--- src/rtl/errchk_pkg.sv ---
// Shared types and helpers for the OBC challenge-response watchdog.
// Holds the FSM state encoding, the question width and the reference answer function.
package errchk_pkg;

    localparam int Q_W = 4;

    typedef enum logic [2:0] {
        IDLE     = 3'd0,
        ISSUE    = 3'd1,
        WAIT     = 3'd2,
        DECIDE   = 3'd3,
        SHUTDOWN = 3'd4
    } state_t;

    // Answer a healthy OBC must return for question q.
    function automatic logic [Q_W-1:0] expected_answer(input logic [Q_W-1:0] q);
        return {q[2] ^ q[3], q[1] ^ q[2], q[0] ^ q[1], ~q[0]};
    endfunction

endpackage

--- src/rtl/errchk_qgen.sv ---
// Question generator: 4-bit maximal-length LFSR (period 15, never zero).
// Loads SEED on reset and steps only when advance is high.
module errchk_qgen
    import errchk_pkg::*;
#(
    parameter logic [Q_W-1:0] SEED = 4'b0001
) (
    input  logic           clk,
    input  logic           reset,
    input  logic           advance,
    output logic [Q_W-1:0] lfsr
);

    // NOTE: sequential state is always written with <= so every register samples pre-edge values.
    always_ff @(posedge clk) begin
        if (reset) begin
            lfsr <= SEED;
        end else if (advance) begin
            lfsr <= {lfsr[2:0], lfsr[3] ^ lfsr[2]};
        end
    end

endmodule

--- src/rtl/obc_challenge_sequencer.sv ---
// Challenge-response watchdog: runs periodic question sessions against the OBC and
// hands control to OBC2 (override + one obc_reset pulse) after too many failed sessions.
module obc_challenge_sequencer
    import errchk_pkg::*;
#(
    parameter int             ROUNDS    = 10,
    parameter int             PASS_MIN  = 10,
    parameter int             TIMEOUT   = 15,
    parameter int             PERIOD    = 100,
    parameter int             MAX_FAILS = 3,
    parameter logic [Q_W-1:0] SEED      = 4'b0001
) (
    input  logic                          clk,
    input  logic                          reset,
    output logic [Q_W-1:0]                question,
    output logic                          q_valid,
    input  logic [Q_W-1:0]                answer_obc,
    input  logic                          ans_valid,
    output logic                          busy,
    output logic                          session_pass,
    output logic [$clog2(ROUNDS+1)-1:0]   correct_cnt,
    output logic                          override,
    output logic                          obc_reset
);

    localparam int CNT_W  = $clog2(ROUNDS + 1);
    localparam int GAP_W  = (PERIOD > 1) ? $clog2(PERIOD) : 1;
    localparam int TIM_W  = $clog2(TIMEOUT);
    localparam int RND_W  = (ROUNDS > 1) ? $clog2(ROUNDS) : 1;
    localparam int FAIL_W = (MAX_FAILS > 1) ? $clog2(MAX_FAILS) : 1;

    state_t            state;
    logic [GAP_W-1:0]  gap_cnt;
    logic [TIM_W-1:0]  timer;
    logic [RND_W-1:0]  round;
    logic [FAIL_W-1:0] fail_cnt;
    logic [Q_W-1:0]    lfsr;

    // The LFSR steps during ISSUE, so the value latched on entry to ISSUE is this round's question.
    errchk_qgen #(.SEED(SEED)) u_qgen (
        .clk     (clk),
        .reset   (reset),
        .advance (state == ISSUE),
        .lfsr    (lfsr)
    );

    always_ff @(posedge clk) begin
        if (reset) begin
            state        <= IDLE;
            gap_cnt      <= '0;
            timer        <= '0;
            round        <= '0;
            fail_cnt     <= '0;
            question     <= '0;
            q_valid      <= 1'b0;
            busy         <= 1'b0;
            session_pass <= 1'b0;
            correct_cnt  <= '0;
            override     <= 1'b0;
            obc_reset    <= 1'b0;
        end else begin
            q_valid      <= 1'b0;
            session_pass <= 1'b0;
            obc_reset    <= 1'b0;

            unique case (state)
                IDLE: begin
                    if (gap_cnt == GAP_W'(PERIOD - 1)) begin
                        gap_cnt     <= '0;
                        round       <= '0;
                        correct_cnt <= '0;
                        busy        <= 1'b1;
                        question    <= lfsr;
                        q_valid     <= 1'b1;
                        state       <= ISSUE;
                    end else begin
                        gap_cnt <= gap_cnt + GAP_W'(1);
                    end
                end

                ISSUE: begin
                    timer <= '0;
                    state <= WAIT;
                end

                WAIT: begin
                    timer <= timer + TIM_W'(1);
                    // An answer arriving on the expiry cycle is still judged on its merits.
                    if (ans_valid || timer == TIM_W'(TIMEOUT - 1)) begin
                        if (ans_valid && answer_obc == expected_answer(question)) begin
                            correct_cnt <= correct_cnt + CNT_W'(1);
                        end
                        round <= round + RND_W'(1);
                        if (round == RND_W'(ROUNDS - 1)) begin
                            state <= DECIDE;
                        end else begin
                            question <= lfsr;
                            q_valid  <= 1'b1;
                            state    <= ISSUE;
                        end
                    end
                end

                DECIDE: begin
                    busy <= 1'b0;
                    if (correct_cnt >= CNT_W'(PASS_MIN)) begin
                        session_pass <= 1'b1;
                        fail_cnt     <= '0;
                        state        <= IDLE;
                    end else begin
                        fail_cnt <= fail_cnt + FAIL_W'(1);
                        if (fail_cnt == FAIL_W'(MAX_FAILS - 1)) begin
                            override  <= 1'b1;
                            obc_reset <= 1'b1;
                            state     <= SHUTDOWN;
                        end else begin
                            state <= IDLE;
                        end
                    end
                end

                SHUTDOWN: begin
                    state <= SHUTDOWN;
                end

                default: begin
                    state <= IDLE;
                end
            endcase
        end
    end

endmodule

--- config.mk ---
export PLATFORM = sky130hd
export DESIGN_NAME = obc_challenge_sequencer
export DESIGN_NICKNAME = d
export VERILOG_FILES = /design/src/rtl/errchk_pkg.sv /design/src/rtl/errchk_qgen.sv /design/src/rtl/obc_challenge_sequencer.sv
export SDC_FILE = /design/constraint.sdc
export NUM_CORES = 1
export LEC_CHECK = 0
export CAP_MARGIN = 20
export CORE_ASPECT_RATIO = 0.6
export CORE_UTILIZATION = 35
export CTS_BUF_LIST = sky130_fd_sc_hd__clkbuf_2
export DETAILED_ROUTE_END_ITERATION = 10
export PLACE_DENSITY_LB_ADDON = 0.3
export REMOVE_ABC_BUFFERS = 1
export SLEW_MARGIN = 20
export SYNTH_ARGS = -nofsm -noshare
export SYNTH_HDL_FRONTEND = slang
export SYNTH_SLANG_ARGS = --single-unit
--- constraint.sdc ---
create_clock -name clk -period 3.7 [get_ports clk]
set_clock_uncertainty 0.15 [all_clocks]
set_input_delay 1.11 -clock clk [delete_from_list [all_inputs] [get_ports clk]]
set_output_delay 1.11 -clock clk [all_outputs]
set_load 0.01 [all_outputs]
==> results.txt, run 1 <==
- Number of flops mapped to enable cells by yosys: 0
* Clock latency on the worst-skew pair: 430 ps
- Cell class contributing the biggest share of worst-path delay: buffers and inverters
- In the synthesized netlist the dominant register cell turns out to be sky130_fd_sc_hd__dfxtp_1.
- Drt initial violations: 62
* Antenna fix cells: 0
- The number of different library cells used by synthesis comes to 47.
- Setup repair after global routing missed its margin: no
- Site Rows: 19
- Timing would allow up to 363 MHz.
* Routed WL: 3750 um
- The signal on the critical path passes through clkdlybuf4s50_1.
- From left edge to right edge, the die measures 94.7 um.
* Antenna violations before repair: 0
- Entering global routing, the biggest net connects 19 pins.
- Global routing consumed, over all layers together, 15.7% of the routing resources.
* I/O pin cnt: 20
- Number of buffers added by the clock tree synthesis step: 5
- Final critical delay including setup and external delays: 2750 ps
* Leading cell types in the layout, fill and taps excluded: sky130_fd_sc_hd__dfxtp_1 (37), sky130_fd_sc_hd__nor2_1 (35), sky130_fd_sc_hd__nand2_1 (25), sky130_fd_sc_hd__clkdlybuf4s50_1 (19), sky130_fd_sc_hd__a21oi_1 (16)
- The final critical path takes up 74.4% of the cycle.
- Number of nets in the layout: 241
- Filler cell count: 488
- Number of slew-limit violations in the final report: 0
- Of the post-synthesis cell area, the dominant cell type holds 41.1%.
* Most common cell after layout, fill and taps aside: sky130_fd_sc_hd__dfxtp_1
* Synth top area cells: sky130_fd_sc_hd__dfxtp_1 (41%), sky130_fd_sc_hd__nor2_1 (7.3%), sky130_fd_sc_hd__ha_1 (5.6%)
- Sequential-to-total area share from yosys stat: 41.1%
- Power Dens Cells: 332 mW/mm^2
- Measured on the finished design, the core utilization comes to 44.4%.
* DP Wirelength: 2760 um
* Wire length per cell after detailed routing: 12.9 um
* Leakage: 0.870 nW
* PortBufs: 19
* Number of buffers added for setup after CTS: 0
- Number of remaining DRC errors: 0
- Data on the critical path arrives at its endpoint at 1490 ps.
- Sort of element at the start of the critical path: flip-flop
- Result of the run: completed
- Total overflow reported by the global router: 0
* Clock Sink Count: 37
* Clock Tree Root: sky130_fd_sc_hd__clkbuf_2
- The floorplan step defined a die boundary enclosing 0.00545 mm^2.
- Fraction of final layout cells with drive strength greater than 1: 8.81%
- Via count of the first global-routing pass: 1,290
- Final Wtd Congestion: 0.810
- Counting flops and latches in the post-synthesis netlist gives 37.
* Setup slack of the critical path after layout: 949 ps
* Endpoint class of the critical path: output port
- For this run, asynchronously set or reset flops after synthesis account for 0%.
* Final Hold Fails: 0
* Wire length of the first global-routing pass: 6350 um
- The pre-antenna-repair detailed-routing pass consisted of 4 iterations.
* Core Area: 0.00475 mm^2
- Worst endpoint required time: 2440 ps
* Number of warnings issued by yosys: 0
* Post-synth design cell area: 0.00180 mm^2
* Area growth syn-to-layout: 17.2%
* Dominant cell type by area after synthesis: sky130_fd_sc_hd__dfxtp_1
- Setup total negative slack on the finished layout was measured at 0 ps.
* Worst slew margin: 48.6%
* Finish-stage setup viols: 0
* Starting density of the core: 37.9%
* Maximum clock insertion buffer count: 2
- In this design, the stage delay of the slowest critical-path cell is 580 ps.
- Slew at the pin closest to its max-slew limit: 770 ps
* Worst setup path category: flip-flop to output port
- Max-cap viol count: 0
- TritonCTS built the clock tree.
- Buffers inserted to repair hold after CTS numbered 0.
- Largest vdd supply drop: 0.182 mV
* Highest fanout seen on the critical path: 6
* Clock input transition at the sequential cells of the worst setup and hold paths: 240 ps
- Antenna Violating Nets Remaining: 0
* Per-cell via count in the routed design: 4.88
- Before CTS, the worst setup slack after placement is 637 ps.
- Die Span Y: 57.6 um
* Via count: 1,414
* PostCTS Resize Cnt: 0
* Class of the most critical hold timing path: flip-flop to flip-flop
* Slowest stage cell on the critical path: sky130_fd_sc_hd__clkdlybuf4s50_1
* H-tree depth reported by CTS: 2
* Post-Synthesis Cells: 205
- Counting both buffers and inverters, the worst setup path holds a total of 1.
* Mapped Avg Cell Area: 8.80 um^2
## sequential cells by signal, summed over array words and instances (netlist names), 2 cells and up
name / flops
fail_cnt: 2
u_qgen.lfsr: 4
question: 4
state: 3
correct_cnt: 4
timer: 4
round: 4
gap_cnt: 7
## where the power goes
| group | leakage [nW] | switching, W | internal [W] |
|---|---|---|---|
| clock | 0.0392 | 0.000152 | 0.000115 |
| sequential | 0.299 | 0.00000275 | 0.000402 |
| combinational | 0.532 | 0.0000153 | 0.0000129 |
## synth_stat cells, drive strengths merged (2+ instances only)
master / n
xnor2: 5
mux2i: 4
ha: 8
dfxtp: 37
nor4b: 3
nor3: 6
inv: 7
or3: 3
xor2: 4
a31oi: 4
a22oi: 2
nor3b: 2
nand2: 26
and3: 5
a21oi: 16
nand3: 3
o21ai: 2
nand4: 7
nor2: 35
buf: 3
or3b: 2
clkbuf: 4
## layer usage
layer  vias to the layer above  share of wire, %  global-route usage [%]
met2                        24                35                    18.1
met5                         -                 0                       0
met3                         2               5.6                    4.53
met4                         0              0.29                    5.84
met1                       633                59                    25.6
li1                        755                 -                       -
## area by class of cell
class / instances / area, um^2 / share of cell area, %
Timing Repair Buffer: 21 / 205 / 9.71
Inverter: 7 / 26.3 / 1.24
Multi-Input combinational cell: 154 / 991 / 46.9
Clock inverter: 3 / 46.3 / 2.19
Tap cell: 63 / 78.8 / 3.73
Sequential cell: 37 / 741 / 35.1
Clock buffer: 5 / 25.0 / 1.18
## through the flow
stage	total power [W]	hold slack (ps)	area, um^2	cells
global route	0.000730	358	2110	290
detailed placement	0.000441	284	2040	282
floorplan	0.000425	289	1760	198
global placement	0.000441	283	2040	282
CTS	0.000705	311	2110	290
finish	0.000701	307	2110	290
## path summary, 6_finish.rpt
| kind | slack (ps) | to | startpoint | cells after the start |
|---|---|---|---|---|
| worst max register to register | 1530 | question[1] | state[1] | 5 |
| worst min register to register | 310 | busy | busy | 2 |
| worst min-delay path | 310 | busy | busy | 2 |
| worst max-delay path | 950 | question[0] | question[0] | 1 |
## logic make-up after synthesis
logic type               share of synthesized area (%)
flip-flops                                        41.1
AO/OA/AOI/OAI                                     13.3
multiplexers                                      2.22
adder cells (fa/ha/maj)                           5.55
XOR/XNOR                                          5.62
AND/OR/NAND/NOR                                   28.3
buffers and inverters                             3.96
Power figures use the tool's default switching activity.
==> run 2: changes to the inputs <==
clock period = 2.5 ns   (was 3.7 ns; I/O delays follow)
==> run 2 against run 1 <==
Design area is 1.1% higher. Clock power is 2% higher. Hold slack better by 27 ps. Via count is 3.8% higher. Global-route usage is 0.28 points higher. First-iteration DRC count is 11% higher.
==> results.txt, run 2 (synthesis gave the netlist of run 1 again) <==
* Worst slew margin: 73.7%
- The number of antenna violations at the first check in global routing was 0.
- Worst setup path category: input pin to flip-flop
- Reg-to-Reg Start: state[1]
- In this run the core area contains 19 standard-cell rows.
- CP Data Arrival Time: 2600 ps
- Slowest stage cell on the critical path: sky130_fd_sc_hd__clkdlybuf4s50_1
- Result of the run: completed
- In this run the static leakage power is 0.897 nW.
- First drt pass iteration count: 4
* Endpoint class of the critical path: flip-flop
- Most common cell after layout, fill and taps aside: sky130_fd_sc_hd__dfxtp_1
- Number of slew-limit violations in the final report: 0
- Antenna Violating Nets Remaining: 0
- Entering global routing, the biggest net connects 23 pins.
- Max-cap viol count: 0
* CP endpoint: correct_cnt[1]
- I/O pin cnt: 20
- Clock Sink Count: 37
- Via count of the first global-routing pass: 1,292
* Placed Instances: 289
- DP Wirelength: 2910 um
- The routed design could run at a clock period as short as 2390 ps.
- Starting density of the core: 37.9%
- The signal on the critical path passes through clkdlybuf4s50_1 > nor4bb_1 > o21bai_1 > a31oi_2 > nor4b_1 > o31a_1.
* Largest vdd supply drop: 0.211 mV
- Worst hold slack after final layout: 334 ps
- Routability-driven placement finished with a final weighted congestion of 0.813.
- Cell class contributing the biggest share of worst-path delay: simple AND/OR/NAND/NOR gates
- Critical path startpoint: answer_obc[1]
- The first global-routing pass estimated 6400 um of wire.
- The floorplan step defined a die boundary enclosing 0.00545 mm^2.
- Detailed routing placed a total of 1400 um of wire on met2.
- The worst register-to-register path ends at correct_cnt[1].
* Fin cells: 297
* Core Area: 0.00475 mm^2
- Die Span Y: 57.6 um
- The register with the most flip-flops in the layout has 7 of them.
- Final period utilization: 95.6%
- Reg2Reg Setup Slack: 510 ps
* Area growth syn-to-layout: 18.5%
* PostCTS Resize Cnt: 0
* Drt initial violations: 69
- The total count of hold-check failures in the final report came to 0.
- Total overflow reported by the global router: 0
- Finish-stage setup viols: 0
* Final core area utilization: 44.9%
- Number of buffers added for setup after CTS: 0
* Number of nets in the layout: 248
- Static timing analysis puts the maximum clock frequency at 418 MHz.
- In the layout the commonest cells are sky130_fd_sc_hd__dfxtp_1 (37), sky130_fd_sc_hd__nor2_1 (35), sky130_fd_sc_hd__nand2_1 (25), sky130_fd_sc_hd__clkdlybuf4s50_1 (19), sky130_fd_sc_hd__a21oi_1 (16).
* Antenna fix cells: 0
- Number of remaining DRC errors: 0
- Counting buffers and inverters, the worst setup path is 6 cells deep.
- Setup repair after global routing left no endpoint under its margin.
* Per-cell via count in the routed design: 4.94
- Fraction of final layout cells with drive strength greater than 1: 11.1%
* Filler cell count: 496
* Setup TNS after final layout: 0 ps
- Across every metal layer, demand over resource in global routing totals 15.9%.
- H-tree depth reported by CTS: 2
* Pre-CTS setup slack: -297 ps
* Via count: 1,468
* Max stage delay on crit path: 510 ps
- No sink is reached through more buffers than the 2 on the longest clock path.
- Across all setup checks in the final design, the least slack found is 109 ps.
- Routed WL: 3810 um
- TritonCTS built the clock tree.
- Clock tree synthesis inserted a total of 5 buffers.
- PortBufs: 19
* Slew at the pin closest to its max-slew limit: 388 ps
- Hold repair after CTS inserted 0 buffers.
- Clock latency on the worst-skew pair: 410 ps
- Counting cells, the worst reg-to-reg path comes to 5.
- In the final routed layout, each cell accounts on average for 12.8 um.
* Clock input transition at the sequential cells of the worst setup and hold paths: 210 ps
- Counting both buffers and inverters, the worst setup path holds a total of 1.
- Uppermost signal routing layer after detailed routing: met4
- At the worst endpoint, the required time is 2710 ps.
- More flip-flops sit in one register than any other, and that register is gap_cnt.
- Horizontal die dimension: 94.7 um
- In this run the power density over the cells is 429 mW/mm^2.
- Metal-1 WL: 2140 um
- The tree is rooted in a sky130_fd_sc_hd__clkbuf_2.
* Sort of element at the start of the critical path: input pin
* Class of the most critical hold timing path: flip-flop to flip-flop
- Summed over all nets, wire length on met3 after detailed routing comes to 242 um.
- In this run the worst path has a maximum fanout of 7.
-- run 2: worst min-delay path, delay by kind of cell (launching register included) --
kind | cells | cell delay [ps]
AO/OA/AOI/OAI | 1 | 50
buffers and inverters | 1 | 60
flip-flops | 1 | 370
-- run 2: worst min path at each step --
stage,start,to,slack [ps],depth (start not counted)
floorplan,u_qgen.lfsr[0],u_qgen.lfsr[1],290,2
global placement,busy,busy,300,2
detailed placement,busy,busy,310,2
CTS,busy,busy,340,2
global route,busy,busy,360,2
finish,busy,busy,330,2
-- run 2: metal layers --
metal  track usage (%)  vias to the layer above
met4              4.33                        0
met3              7.47                        4
met5                 0                        -
met2              20.0                       32
met1              23.7                      664
li1                  -                      768
-- run 2: power breakdown --
part / switching (W) / internal [W] / total (W)
Sequential: 0.00000404 / 0.000595 / 0.000599
Combinational: 0.0000244 / 0.0000216 / 0.0000460
Clock: 0.000207 / 0.0000659 / 0.000273
Total: 0.000235 / 0.000683 / 0.000918
-- run 2: final cells by class --
cell class                      instances  area [um^2]  area share (%)
Clock inverter                          3         17.5           0.820
Timing Repair Buffer                   28          258            12.1
Sequential cell                        37          741            34.7
Clock buffer                            5         25.0            1.17
Multi-Input combinational cell        154          991            46.4
Tap cell                               63         78.8            3.69
Inverter                                7         26.3            1.23
-- run 2: metrics by stage --
stage | area (um^2) | power [W]
after floorplan | 1760 | 0.000629
after global placement | 2090 | 0.000656
after detailed placement | 2090 | 0.000657
after CTS | 2140 | 0.000928
after global routing | 2140 | 0.000972
final | 2140 | 0.000918
